$ cat src/rtl/mips_bus_arbiter.sv
// mips_bus_arbiter: shares one Avalon-MM slave port between instruction-fetch and data masters.
// Define ARB_ROUND_ROBIN_EN for round-robin on simultaneous requests; default is fixed data-first priority.
module mips_bus_arbiter #(
    parameter int TIMEOUT_CYCLES = 255
) (
    input  logic        clk,
    input  logic        reset,
    input  logic        i_read,
    input  logic [31:0] i_address,
    output logic        i_waitrequest,
    output logic [31:0] i_readdata,
    input  logic        d_read,
    input  logic        d_write,
    input  logic [31:0] d_address,
    input  logic [31:0] d_writedata,
    input  logic [3:0]  d_byteenable,
    output logic        d_waitrequest,
    output logic [31:0] d_readdata,
    output logic        s_read,
    output logic        s_write,
    output logic [31:0] s_address,
    output logic [31:0] s_writedata,
    output logic [3:0]  s_byteenable,
    input  logic        s_waitrequest,
    input  logic [31:0] s_readdata,
    output logic [1:0]  owner,
    output logic        timeout_err
);
    typedef enum logic [1:0] {IDLE, GNT_I, GNT_D, ABORT} state_t;

    localparam logic [15:0] WD_LAST = 16'(TIMEOUT_CYCLES - 1);

    state_t      state_q, state_d;
    logic        dsel_q, dsel_d;
    logic [15:0] wd_q, wd_d;
    logic        err_q, err_d;
    logic        d_req, d_wins, pick_d, cur_req;
    logic        gnt_i, gnt_d, abort_i, abort_d;

`ifdef ARB_ROUND_ROBIN_EN
    logic        rr_data_q, rr_data_d;
    assign d_wins = ~rr_data_q;
`else
    assign d_wins = 1'b1;
`endif

    assign d_req   = d_read | d_write;
    assign pick_d  = d_req & (~i_read | d_wins);
    assign cur_req = dsel_q ? d_req : i_read;

    always_comb begin
        state_d = state_q;
        dsel_d  = dsel_q;
        wd_d    = wd_q;
        err_d   = err_q;
`ifdef ARB_ROUND_ROBIN_EN
        rr_data_d = rr_data_q;
`endif
        case (state_q)
            IDLE: begin
                wd_d = '0;
                if (d_req | i_read) begin
                    state_d = pick_d ? GNT_D : GNT_I;
                    dsel_d  = pick_d;
                end
            end
            GNT_I, GNT_D: begin
                if (!cur_req) begin
                    state_d = IDLE;
                end else if (!s_waitrequest) begin
                    state_d = IDLE;
`ifdef ARB_ROUND_ROBIN_EN
                    rr_data_d = dsel_q;
`endif
                end else begin
                    // Watchdog fires on the TIMEOUT_CYCLES-th stalled granted cycle
                    wd_d = wd_q + 16'd1;
                    if (wd_q == WD_LAST) begin
                        state_d = ABORT;
                        err_d   = 1'b1;
`ifdef ARB_ROUND_ROBIN_EN
                        rr_data_d = dsel_q;
`endif
                    end
                end
            end
            default: state_d = IDLE;
        endcase
    end

    always_ff @(posedge clk or negedge reset) begin
        if (!reset) begin
            state_q <= IDLE;
            dsel_q  <= 1'b0;
            wd_q    <= '0;
            err_q   <= 1'b0;
`ifdef ARB_ROUND_ROBIN_EN
            rr_data_q <= 1'b0;
`endif
        end else begin
            state_q <= state_d;
            dsel_q  <= dsel_d;
            wd_q    <= wd_d;
            err_q   <= err_d;
`ifdef ARB_ROUND_ROBIN_EN
            rr_data_q <= rr_data_d;
`endif
        end
    end

    // Routing is purely combinational on state so reset drops strobes at once
    assign gnt_i   = state_q == GNT_I;
    assign gnt_d   = state_q == GNT_D;
    assign abort_i = (state_q == ABORT) & ~dsel_q;
    assign abort_d = (state_q == ABORT) & dsel_q;

    assign s_read        = gnt_i ? i_read : gnt_d & d_read;
    assign s_write       = gnt_d & d_write;
    assign s_address     = gnt_i ? i_address : gnt_d ? d_address : '0;
    assign s_writedata   = gnt_d ? d_writedata : '0;
    assign s_byteenable  = gnt_i ? 4'hF : gnt_d ? d_byteenable : '0;
    assign i_waitrequest = gnt_i ? s_waitrequest : ~abort_i;
    assign d_waitrequest = gnt_d ? s_waitrequest : ~abort_d;
    assign i_readdata    = gnt_i ? s_readdata : '0;
    assign d_readdata    = gnt_d ? s_readdata : '0;
    assign owner         = state_q == IDLE ? 2'b00 : dsel_q ? 2'b10 : 2'b01;
    assign timeout_err   = err_q;
endmodule
$ cat config.mk
export PLATFORM = sky130hd
export DESIGN_NAME = mips_bus_arbiter
export DESIGN_NICKNAME = d
export VERILOG_FILES = /design/src/rtl/mips_bus_arbiter.sv
export SDC_FILE = /design/constraint.sdc
export NUM_CORES = 1
export LEC_CHECK = 0
export BUFFER_PORTS_ARGS = -buffer_cell sky130_fd_sc_hd__buf_4
export CAP_MARGIN = 40
export CELL_PAD_IN_SITES_DETAIL_PLACEMENT = 1
export CELL_PAD_IN_SITES_GLOBAL_PLACEMENT = 2
export CORE_MARGIN = 8
export CORE_UTILIZATION = 16
export DETAILED_ROUTE_END_ITERATION = 16
export GPL_ROUTABILITY_DRIVEN = 0
export PLACE_DENSITY = 0.92
export SETUP_SLACK_MARGIN = 0.2
export SYNTH_ARGS = -nofsm -noshare
export SYNTH_HDL_FRONTEND = slang
export SYNTH_SLANG_ARGS = --single-unit
export TNS_END_PERCENT = 1
$ cat constraint.sdc
create_clock -name clk -period 4.3 [get_ports clk]
set_input_delay 0.215 -clock clk [delete_from_list [all_inputs] [get_ports clk]]
set_output_delay 0.215 -clock clk [all_outputs]
set_load 0.02 [all_outputs]
==> flow_summary_export.csv, run 1 <==
group,metric,value,unit
place,placed_area,4553,µm²
sta,setup-violations-final,0,
drt,first_pass_iters,4,
place,dp_slack,1.783,ns
synthesis,synth_cells,294,
finish,final_nets,700,
grt,antenna_found_initial,0,
grt,grt_pass1_wl,20650,µm
finish,area_growth,101.1,%
floorplan,die_h,136.2,µm
sta,final_max_slew_viol_count,0,
grt,grt_pass1_vias,3329,
drt,drtAntennaViolNets,0,
clocking,cts_sinks,20,
setup_path,crit_end,"wd_q[15]",
sta,fin_tns_setup,0,ns
floorplan,die_w,136.2,µm
setup_path,critPathKind,"reg2reg",
power_and_ir_drop,max-vdd-ir-drop,161.2,µV
outcome,status,"finished, final reports clean",
clocking,ctsResizeCount,0,
floorplan,rows,44,
clocking,cts_root_buf,"clkbuf_16",
synthesis,synth_edf_count,0,
clocking,cts_tree,"done",
floorplan,initial_core_util,16.16,%
setup_path,path_max_fanout,11,
finish,fillers,1737,
synthesis,ys_ff_latch,20,
finish,layout-drive-gt1-share,52.89,%
finish,final_cell_mix,"buf_4 (279), and2_1 (97), a22o_1 (34)",
sta,relSlewSlack,45.17,%
synthesis,yosysWarnings,0,
drt,routed_wl,14710,µm
power_and_ir_drop,leakage,2.481,nW
synthesis,yosysSeqAreaShare,21.63,%
clocking,cts_hold_buf,1,
synthesis,synth_area,2313,µm²
clocking,ctsHtreeMaxLevel,1,
finish,final_common_cell,"buf_4",
grt,grt_usage,14.22,%
clocking,clk_pin_slew,0.06,ns
power_and_ir_drop,power_density,476.1,nW/µm²
setup_path,r2r_slack,1.72,ns
finish,final_cell_area,4652,µm²
place,dp_cells,733,
clocking,cts_made_buffers,3,
drt,via_per_inst,4.356,
sta,worst_slew_pin_slew,0.8188,ns
place,portBuffers,276,
synthesis,synthFlopType,"dfrtp_1",
synthesis,async_flop_share,100.0,%
clocking,cts_max_path_buffers,2,
sta,rsz0062_at_grt,"no",
drt,drc_errors,0,
sta,fin_crit_sh,60.05,%
setup_path,regToRegStartpoint,"state_q[0]",
drt,drtIter0Drc,105,
setup_path,setup.worst_path.start_class,"register",
sta,setup_ws,1.718,ns
floorplan,core,14310,µm²
setup_path,ff2ff_path_depth,6,
setup_path,cp.arrival,2.72,ns
synthesis,synth_cell_type_count,43,
sta,final-hold-violation-count,0,
sta,final.setup_skew,0.002249,ns
flow_run,maxCapViolations,0,
setup_path,required,4.43,ns
grt,grt_max_degree,65,
sta,fin_crit,2.582,ns
floorplan,ios,277,
grt,grt-ovfl-total,0,
setup_path,crit_start,"state_q[0]",
synthesis,syn-num-nets,439,
synthesis,postSynthAreaPerCell,7.869,µm²
finish,regArea,500.5,µm²
finish,n_antenna_cell,0,
finish,fin_cells,738,
drt,wire_per_inst,19.93,µm
sta,fmax,387.2,MHz
clocking,postCtsSetupRepairBufs,0,
clocking,worstSkewPairLatency,0.25,ns
setup_path,r2r_end,"wd_q[15]",
finish,multi_input_area,1685,µm²
place,dp_hpwl,12540,µm
hold_path,min_path_type,"in2reg",
setup_path,critPathCaptureType,"register",
drt,vias,3215,
floorplan,dieArea,18560,µm²
sequential cells by signal, indices dropped and copies added (netlist names):
name / count
state_q: 2
wd_q: 16
timeout_err: 1
dsel_q: 1
worst min-delay path by stage:
stage                     endpoint  slack, ns  depth (start not counted)     from
after floorplan             dsel_q      -0.08                          0    reset
after global placement    wd_q[15]       0.11                          1    reset
after detailed placement  wd_q[15]       0.12                          1    reset
after CTS                   dsel_q       0.25                          3  d_write
after global routing        dsel_q       0.28                          3  d_write
final                       dsel_q       0.25                          3  d_write
layer usage:
metal  GRT usage (%)  up-vias  share of wire (%)
met5               0        -                  0
met4           3.661        0                1.8
met3           2.809       17                7.6
met2           27.70      136                 54
met1           15.11     1515                 36
li1                -     1547                  -
area by class of cell:
class / instances / area share (%)
Clock buffer: 4 / 1.910
Inverter: 6 / 0.4841
Multi-Input combinational cell: 243 / 36.23
Sequential cell: 20 / 10.76
Tap cell: 184 / 4.949
Timing Repair Buffer: 281 / 45.67
cells by family (layout without fill, tap and decap cells):
logic type      Yosys count  in the layout  share of synthesized area (%)
xor+xnor                  4              4                          1.515
mux                      10             10                          4.381
flops                    20             20                          21.63
simple gates            167            167                          43.48
compound gates           55             55                          19.36
buf+inv                  31            291                          5.841
fa+ha+maj                 7              7                          3.786
critical path: stages, from the launching register on:
cell	delay, ns
dfrtp_1	0.43
inv_1	0.12
ha_1	0.45
o211ai_1	0.38
nor4_1	0.74
nand4_1	0.19
mux2i_1	0.16
cell usage after synthesis, types with 2 or more instances:
master,count,area (µm²)
inv_1,6,22.52
a21o_1,5,37.54
nand2_1,17,63.81
nor2_1,9,33.78
a22o_1,34,297.8
ha_1,7,87.58
nor3b_1,2,15.01
buf_6,2,22.52
o2111ai_1,2,17.52
nor2b_1,4,25.02
o21ai_0,4,20.02
nor4_1,7,43.79
nand4_1,5,31.28
nand2b_1,2,12.51
xnor2_1,3,26.28
nor4b_1,3,26.28
and2_1,97,606.8
dfrtp_1,20,500.5
mux2i_1,9,90.09
buf_1,2,7.510
a21oi_1,3,15.01
clkbuf_1,20,75.07
nand3_1,10,50.05
nor3_1,2,10.01
power by group:
part | switching, mW | internal, mW
combinational | 1.01 | 0.752
sequential | 0.0360 | 0.210
clock | 0.0688 | 0.142
total | 1.11 | 1.10
metrics by stage:
| stage | utilization (%) | hold WS [ns] | power [mW] |
|---|---|---|---|
| final | 32.50 | 0.2522 | 2.215 |
| after CTS | 32.50 | 0.2491 | 2.245 |
| after global routing | 32.50 | 0.2780 | 2.347 |
| after detailed placement | 31.81 | 0.1197 | 2.025 |
| after global placement | 31.67 | 0.1119 | 1.968 |
| after floorplan | - | -0.08059 | 1.225 |
Power figures use the tool's default switching activity.
==> run 2, diff against run 1 <==
--- a/config.mk
+++ b/config.mk
@@ -10,10 +10,10 @@
 export CELL_PAD_IN_SITES_DETAIL_PLACEMENT = 1
 export CELL_PAD_IN_SITES_GLOBAL_PLACEMENT = 2
 export CORE_MARGIN = 8
-export CORE_UTILIZATION = 16
+export CORE_UTILIZATION = 15
 export DETAILED_ROUTE_END_ITERATION = 16
 export GPL_ROUTABILITY_DRIVEN = 0
-export PLACE_DENSITY = 0.92
+export PLACE_DENSITY = 0.88
 export SETUP_SLACK_MARGIN = 0.2
 export SYNTH_ARGS = -nofsm -noshare
 export SYNTH_HDL_FRONTEND = slang
==> constraint.sdc (replaced) <==
create_clock -name clk -period 2.65 [get_ports clk]
set_input_delay 0.1325 -clock clk [delete_from_list [all_inputs] [get_ports clk]]
set_output_delay 0.1325 -clock clk [all_outputs]
set_load 0.02 [all_outputs]
==> flow_summary_export.csv, run 2 (synthesis gave the netlist of run 1 again) <==
group,metric,value,unit
power_and_ir_drop,pwr-share-clk,9.6,%
setup_path,r2r_end,"wd_q[13]",
setup_path,setup.worst_path.start_class,"register",
clocking,cts_root_buf,"clkbuf_16",
drt,vias,3220,
floorplan,initial_core_util,15.27,%
power_and_ir_drop,leakage,2.492,nW
floorplan,rows,45,
setup_path,path_max_fanout,11,
sta,fin_crit_sh,85.11,%
floorplan,core,15150,µm²
sta,relSlewSlack,55.20,%
floorplan,die_w,140.2,µm
setup_path,ff2ff_path_depth,6,
finish,top_register,"wd_q",
grt,grt_usage,13.92,%
finish,final_nets,703,
sta,worst_slew_pin_slew,0.6719,ns
grt,grt_max_degree,72,
finish,final_common_cell,"buf_4",
grt,antenna_found_initial,0,
finish,final_cell_area,4673,µm²
clocking,worstSkewPairLatency,0.25,ns
finish,n_antenna_cell,0,
place,dp_slack,0.3664,ns
sta,fin_crit,2.255,ns
setup_path,critPathCaptureType,"register",
setup_path,regToRegStartpoint,"state_q[0]",
sta,final-hold-violation-count,0,
clocking,cts_max_path_buffers,2,
drt,drtAntennaViolNets,0,
sta,final_max_slew_viol_count,0,
setup_path,cp.arrival,2.43,ns
sta,rsz0062_at_grt,"yes",
floorplan,ios,277,
finish,reg.largest.list,"wd_q x16, state_q x2",
power_and_ir_drop,switchingPower,1.833,mW
sta,setup_ws,0.3946,ns
sta,final.setup_skew,0.001851,ns
sta,setup-violations-final,0,
power_and_ir_drop,p_seq_share,11.1,%
clocking,postCtsSetupRepairBufs,0,
finish,final_cell_mix,"buf_4 (283), and2_1 (97), a22o_1 (34)",
setup_path,r2r_slack,0.39,ns
power_and_ir_drop,power,3.625,mW
finish,layout-drive-gt1-share,53.32,%
drt,first_pass_iters,4,
outcome,status,"finished, final reports clean",
drt,drc_errors,0,
power_and_ir_drop,swShare,50.56,%
drt,via_per_inst,4.322,
hold_path,min_path_type,"in2reg",
power_and_ir_drop,p_int,1.792,mW
setup_path,critPathKind,"reg2reg",
clocking,clk_pin_slew,0.06,ns
floorplan,dieArea,19650,µm²
power_and_ir_drop,max-vdd-ir-drop,217.2,µV
finish,fin_cells,745,
flow_run,maxCapViolations,0,
drt,wire_per_inst,19.85,µm
drt,routed_wl,14790,µm
clocking,ctsHtreeMaxLevel,1,
place,dp_hpwl,12640,µm
grt,grt_pass1_wl,21720,µm
drt,drtIter0Drc,59,
power_and_ir_drop,combPwrFrac,79.4,%
sta,fmax,443.4,MHz
clocking,cts_sinks,20,
setup_path,crit_start,"state_q[0]",
power_and_ir_drop,power_density,775.6,nW/µm²
setup_path,crit_end,"wd_q[13]",
place,placed_area,4568,µm²
place,portBuffers,276,
setup_path,required,2.83,ns
grt,grt_pass1_vias,3375,
place,dp_cells,740,
finish,largest_reg_flops,16,
finish,area_growth,102.0,%
clocking,cts_tree,"done",
sta,fin_tns_setup,0,ns
grt,grt-ovfl-total,0,
clocking,cts_made_buffers,3,
floorplan,die_h,140.2,µm
-- run 2: cell types whose count changed in the layout (fill, tap and decap cells not counted) --
cell	before	now
buf_4	279	283
buf_12	1	0
nor4_1	7	6
nor4_2	0	1
-- run 2: critical path: stages, from the launching register on --
cell and delay [ns]:
dfrtp_1 0.42, inv_1 0.10, ha_1 0.46, o211ai_1 0.16
or2_1 0.38, nor4_1 0.41, mux2i_1 0.23
-- run 2: final cells by class --
type | instances | area (µm²)
Clock buffer | 4 | 88.84
Fill cell | 1863 | 10470
Inverter | 6 | 22.52
Multi-Input combinational cell | 243 | 1692
Sequential cell | 20 | 500.5
Tap cell | 188 | 235.2
Timing Repair Buffer | 284 | 2135
-- run 2: power by group through the flow --
stage / clock network, mW / registers, mW / logic, mW
after global placement: 0 / 0.401 / 2.86
after detailed placement: 0 / 0.404 / 2.91
after floorplan: 0 / 0.383 / 1.60
after CTS: 0.353 / 0.402 / 2.92
final: 0.346 / 0.402 / 2.88
after global routing: 0.370 / 0.409 / 3.06
-- run 2: repair_timing --
action	CTS	global route
endpoints found under the setup margin	0	3
hold buffers	1	0
resized for setup	0	1
hold endpoints to repair	20	0
-- run 2: worst min path at each step --
stage	from	endpoint	slack, ns	depth (start not counted)
floorplan	reset	dsel_q	-0.16	0
global placement	reset	wd_q[12]	0.03	1
detailed placement	reset	wd_q[10]	0.03	1
CTS	d_write	dsel_q	0.17	3
global route	d_write	dsel_q	0.18	3
finish	d_write	dsel_q	0.18	3
-- run 2: metal layers --
layer	up-vias	global-route usage, %	part of all wire [%]
li1	1548	-	-
met1	1540	14.71	36
met2	125	27.89	56
met3	7	3.092	6.6
met4	0	1.657	0.80
met5	-	0	0
-- run 2: stage by stage --
stage / util [%] / hold WS (ns)
after global routing: 30.86 / 0.1809
after floorplan: - / -0.1631
after detailed placement: 30.16 / 0.03397
after global placement: 30.16 / 0.02685
final: 30.86 / 0.1757
after CTS: 30.81 / 0.1742
